File: src/rtl/checksum_pkg.sv
// -----------------------------------------------------------------------------
// checksum_pkg
// Shared definitions for the Internet checksum engine: FSM state encoding,
// checksum and accumulator widths, and the 16-bit one's-complement fold.
// No ports (package).
// -----------------------------------------------------------------------------
package checksum_pkg;

   localparam int CSUM_W = 16;
   localparam int ACC_W  = 32;

   typedef enum logic [1:0] {
      ST_IDLE  = 2'd0,
      ST_ACCUM = 2'd1,
      ST_FOLD  = 2'd2,
      ST_DONE  = 2'd3
   } state_t;

   // Two-step end-around fold of the 32-bit accumulator down to 16 bits.
   // The second add cannot carry out: f[15:0] is at most 0xFFFE when f[16] is set.
   function automatic logic [CSUM_W-1:0] fold16(input logic [ACC_W-1:0] acc);
      logic [CSUM_W:0] f;
      f = {1'b0, acc[CSUM_W-1:0]} + {1'b0, acc[ACC_W-1:CSUM_W]};
      return f[CSUM_W-1:0] + {{(CSUM_W-1){1'b0}}, f[CSUM_W]};
   endfunction

endpackage

File: src/rtl/checksum_lane_sum.sv
// -----------------------------------------------------------------------------
// checksum_lane_sum
// Combinational: masks disabled bytes of a beat to 0x00 and adds the beat's
// big-endian 16-bit lanes together.
// Ports:
//   data     in  DATA_W  beat data, byte 0 in the most significant byte
//   keep     in  KEEP_W  byte enables; keep[k] qualifies data[8k+7:8k]
//   last     in  1       final beat; enables are only honoured on this beat
//   lane_sum out ACC_W   sum of the DATA_W/16 masked lanes
// -----------------------------------------------------------------------------
module checksum_lane_sum
   import checksum_pkg::*;
#(
   parameter  int DATA_W = 32,
   localparam int KEEP_W = DATA_W / 8
) (
   input  logic [DATA_W-1:0] data,
   input  logic [KEEP_W-1:0] keep,
   input  logic              last,
   output logic [ACC_W-1:0]  lane_sum
);

   localparam int LANES = DATA_W / 16;

   logic [DATA_W-1:0] masked;

   // Non-last beats are always full, so enables only matter when last is set.
   always_comb begin
      masked   = '0;
      lane_sum = '0;
      for (int k = 0; k < KEEP_W; k++) begin
         masked[8*k +: 8] = (keep[k] || !last) ? data[8*k +: 8] : 8'h00;
      end
      for (int l = 0; l < LANES; l++) begin
         lane_sum = lane_sum + {{(ACC_W-16){1'b0}}, masked[16*l +: 16]};
      end
   end

endmodule

File: src/rtl/checksum_engine.sv
// -----------------------------------------------------------------------------
// checksum_engine
// Streams packet beats in, accumulates the one's-complement sum of 16-bit
// words, and presents the Internet checksum with a valid/ready handshake.
// Optional feature: define CHECKSUM_SEED_EN to add the i_seed port, whose
// value is folded into the sum on the first beat of every packet.
// Ports:
//   i_clk       in   1       clock, rising edge
//   i_rst       in   1       synchronous active-high reset
//   i_clear     in   1       synchronous abort, drops any partial/pending result
//   i_valid     in   1       input beat valid
//   o_ready     out  1       beat accepted when i_valid && o_ready
//   i_data      in   DATA_W  packet data, network byte order
//   i_keep      in   KEEP_W  byte enables (MSB = byte 0), last beat only
//   i_last      in   1       final beat of packet
//   i_seed      in   16      initial partial sum (CHECKSUM_SEED_EN only)
//   o_valid     out  1       checksum valid
//   i_ready     in   1       checksum consumed when o_valid && i_ready
//   o_checksum  out  16      one's-complement checksum
// -----------------------------------------------------------------------------
module checksum_engine
   import checksum_pkg::*;
#(
   parameter  int DATA_W = 32,
   localparam int KEEP_W = DATA_W / 8
) (
   input  logic              i_clk,
   input  logic              i_rst,
   input  logic              i_clear,
   input  logic              i_valid,
   output logic              o_ready,
   input  logic [DATA_W-1:0] i_data,
   input  logic [KEEP_W-1:0] i_keep,
   input  logic              i_last,
`ifdef CHECKSUM_SEED_EN
   input  logic [CSUM_W-1:0] i_seed,
`endif
   output logic              o_valid,
   input  logic              i_ready,
   output logic [CSUM_W-1:0] o_checksum
);

   state_t            state_q, state_d;
   logic [ACC_W-1:0]  acc_q, acc_d;
   logic [CSUM_W-1:0] csum_q, csum_d;
   logic [ACC_W-1:0]  lane_sum;
   logic [CSUM_W-1:0] seed_val;
   logic              beat_accept;

`ifdef CHECKSUM_SEED_EN
   assign seed_val = i_seed;
`else
   assign seed_val = '0;
`endif

   checksum_lane_sum #(
      .DATA_W (DATA_W)
   ) u_lane_sum (
      .data     (i_data),
      .keep     (i_keep),
      .last     (i_last),
      .lane_sum (lane_sum)
   );

   assign o_ready     = (state_q == ST_IDLE) || (state_q == ST_ACCUM);
   assign o_valid     = (state_q == ST_DONE);
   assign o_checksum  = csum_q;
   assign beat_accept = i_valid && o_ready;

   always_ff @(posedge i_clk) begin
      if (i_rst) begin
         state_q <= ST_IDLE;
         acc_q   <= '0;
         csum_q  <= '0;
      end else begin
         state_q <= state_d;
         acc_q   <= acc_d;
         csum_q  <= csum_d;
      end
   end

   // Each beat folds the accumulator's upper half back in, so acc stays well
   // below 2^32 regardless of packet length.
   always_comb begin
      state_d = state_q;
      acc_d   = acc_q;
      csum_d  = csum_q;
      case (state_q)
         ST_IDLE: begin
            if (beat_accept) begin
               acc_d   = {{(ACC_W-CSUM_W){1'b0}}, seed_val} + lane_sum;
               state_d = i_last ? ST_FOLD : ST_ACCUM;
            end
         end
         ST_ACCUM: begin
            if (beat_accept) begin
               acc_d = {{(ACC_W-CSUM_W){1'b0}}, acc_q[CSUM_W-1:0]}
                     + {{(ACC_W-CSUM_W){1'b0}}, acc_q[ACC_W-1:CSUM_W]}
                     + lane_sum;
               if (i_last) begin
                  state_d = ST_FOLD;
               end
            end
         end
         ST_FOLD: begin
            csum_d  = ~fold16(acc_q);
            state_d = ST_DONE;
         end
         ST_DONE: begin
            if (i_ready) begin
               state_d = ST_IDLE;
            end
         end
         default: begin
            state_d = ST_IDLE;
         end
      endcase
      // Abort wins over any beat or result handshake in the same cycle.
      if (i_clear) begin
         state_d = ST_IDLE;
         acc_d   = '0;
      end
   end

endmodule

File: config.mk
export PLATFORM = sky130hd
export DESIGN_NAME = checksum_engine
export DESIGN_NICKNAME = d
export VERILOG_FILES = /design/src/rtl/checksum_pkg.sv /design/src/rtl/checksum_lane_sum.sv /design/src/rtl/checksum_engine.sv
export SDC_FILE = /design/constraint.sdc
export NUM_CORES = 1
export LEC_CHECK = 0
export CAP_MARGIN = 20
export CORE_MARGIN = 5
export CORE_UTILIZATION = 45
export DETAILED_ROUTE_END_ITERATION = 8
export GPL_TIMING_DRIVEN = 0
export HOLD_SLACK_MARGIN = 0.1
export PLACE_DENSITY = 0.73
export SYNTH_ARGS = -nofsm -noshare
export SYNTH_HDL_FRONTEND = slang
export SYNTH_SLANG_ARGS = --single-unit
File: constraint.sdc
create_clock -name i_clk -period 4.8 [get_ports i_clk]
set_input_delay 0.96 -clock i_clk [delete_from_list [all_inputs] [get_ports i_clk]]
set_output_delay 0.96 -clock i_clk [all_outputs]
set_load 0.05 [all_outputs]
==> out/metrics.cfg <==
[sta]
rsz0062_at_grt=no
finalCriticalPeriod_ns=4.62
setup_viol_count_final=0
period_share_pct=96.2
fin_skew_ns=0.0120
drv_slew=0
timing.fmax_mhz=217
whs_ns=0.464
maxSlewHeadroom_pct=58.1
hold_viol=0
worst_slew_pin_slew_ns=0.627

[layout]
drive_gt1_share_pct=15.1
area_growth_pct=29.0
final_nets=710
design_area_um2=5430
diodes=0

[clock_network]
clk_pin_slew_worst_paths_ns=0.08
cts_buffers=5
cts_num_sinks=36
clock_latency_ns=0.29
h-tree-depth=2
cts_root_buf=clkbuf_8
tritoncts=yes
cts_buffer_depth=2

[worst_setup_path]
slowest_stage=clkdlybuf4s50_1
critPathMaxStageDelay_ns=0.46
crit_chain=clkdlybuf4s50_1 -> and2_4 -> ha_4 -> inv_2 -> fa_2 -> nor2b_2 -> o31a_1 -> o21a_1 -> nor2_4 -> o21a_1 -> xor2_2 -> inv_2 -> ha_4 -> ha_4 -> or3_4 -> o32ai_4 -> o21ai_2 -> or3b_4 -> nand3_2 -> o311a_1
cp-end-kind=register
timing_worst_setup_path_type=in2reg
crit_path_start_kind=input port
timing.critical_path.mode_cell=ha_4
crit_buf_inv=3
crit_family=simple AND/OR/NAND/NOR gates
cp.required_ns=5.04
worstPathArrival_ns=4.86
crit_path_max_fanout=4

[synth]
yosys.area.top_type=dfxtp_1
synth_edf_count=0
synth.area.mux_share_pct=1.19
synth.distinct_cells=67
synth_xor_area_share_pct=7.29
async_flop_share_pct=0
syn-num-nets=634
synth_fa_ha_area_share_pct=18.4
synth_top_family_by_area=compound AO/OA/AOI/OAI gates
ys_seq_elements=36
yosysWarnings=0
synth_top_area_share_pct=17.1
syn_area_per_cell_um2=7.89
synth_area_um2=4210
netlist_top_cells_count=ha_1, nor2_1, nand2_1
synthTopCellsByArea=dfxtp_1, ha_1, a211oi_1
postSynthCellCount=533
synth_compound_area_share_pct=25.6
yosys.area_share.simple_pct=25.4
ys.flop_type=dfxtp_1
yosysSeqAreaShare_pct=17.1
synth.most_common_cell=ha_1

[hold_path]
hp-class=reg2reg

[global_route]
antenna_found_initial=0
grt_first_pass_wirelength_um=18800
grt_pass1_vias=4192
grt.overflow.total=0
gr-usage-all-layers_pct=19.8
grt_max_degree=11

[floorplan]
fp-row-count=35
die_h_um=107
die_w_um=107
core_um2=9200
ios=60
initial_core_util_pct=45.7
dieArea_um2=11400

[route]
drc_errors=0
wire_per_inst_um=15.8
num_vias=4160
via_per_inst=5.78
drt_first_pass_iters=5
drt_iter0_markers=212
routed_wl_um=11400
antenna_left=0

[power]
ir_worst_vdd_mv=0.0966
cellLeakagePower_nw=2.26
pwr_density_cell_nw_per_um2=232

[placed_design]
dp_hpwl_um=8890
postPlaceCellArea_um2=4910
port_buffers=57
place_congestion=0.911

[job]
drv_cap=0

[status]
status=completed

[tightest hold or removal path: cells and delay by family, from the launching register on]
family          cells  cell delay, ns
compound gates      1            0.05
simple gates        1            0.06
flops               1            0.31
[final timing paths]
path / start / endpoint / slack, ns / cells past startpoint
setup / recovery: i_data[16] / acc_q[15] / 0.18 / 20
hold / removal: o_checksum[10] / o_checksum[10] / 0.46 / 2
setup reg to reg: acc_q[16] / o_checksum[11] / 1.28 / 12
hold reg to reg: o_checksum[10] / o_checksum[10] / 0.46 / 2
[cell type report]
class / instances / area, µm²
multi-input cells: 456 / 3620
clock buffers: 6 / 72.6
fillers: 840 / 3770
flip-flops and latches: 36 / 721
inverters: 19 / 71.3
repair buffers: 70 / 668
clock inverters: 1 / 5.00
plain buffers: 21 / 133
well taps: 111 / 139
[per-layer routing]
metal	GRT usage, %	part of all wire [%]
met5	0	0
met4	6.30	1.7
met3	2.29	4.6
met2	36.9	51
met1	23.4	43
[flip-flops by register name, summed over array words and instances (netlist names)]
signal      count
state_q         2
acc_q          18
o_checksum     16
[kinds of logic after synthesis]
group / count (synthesis)
buffers and inverters: 41
muxes: 5
xor gates and xnor gates: 35
and+or+nand+nor: 198
AOI/OAI and AO/OA: 159
adders and majority gates: 59
DFF: 36
[cells in the final DEF (no fill, tap or decap), types with 20 or more instances in the layout]
master,n
clkdlybuf4s50_1,54
a211oi_1,24
xnor2_1,20
ha_1,44
a21oi_1,24
nor2_1,49
dfxtp_1,36
nand2_1,37
and2_1,30
o21ai_0,23
[stage by stage]
| step | setup TNS, ns | total power, mW | instances | util [%] | setup WS, ns |
|---|---|---|---|---|---|
| final | 0 | 1.26 | 720 | 59.0 | 0.184 |
| after global routing | 0 | 1.34 | 720 | 59.0 | 0.0220 |
| after CTS | 0 | 1.21 | 718 | 57.5 | 0.000690 |
| after detailed placement | -9.04 | 0.925 | 701 | 53.4 | -1.32 |
| after global placement | -7.58 | 0.907 | 701 | 53.4 | -1.19 |
| after floorplan | 0 | 0.773 | 533 | - | 0.00114 |
[where the power goes]
group	switching (mW)	total (mW)	internal (mW)
registers	0.0207	0.341	0.321
clock network	0.111	0.210	0.0988
logic	0.382	0.707	0.326
total	0.514	1.26	0.745
[timing repair]
item,CTS,global route
gates cloned,0,0
pin swaps,16,17
endpoints found under the setup margin,10,10
hold buffers,0,0
gates resized for setup,47,30
setup buffers,11,2
Note: power is estimated with default switching activity, not from simulation.
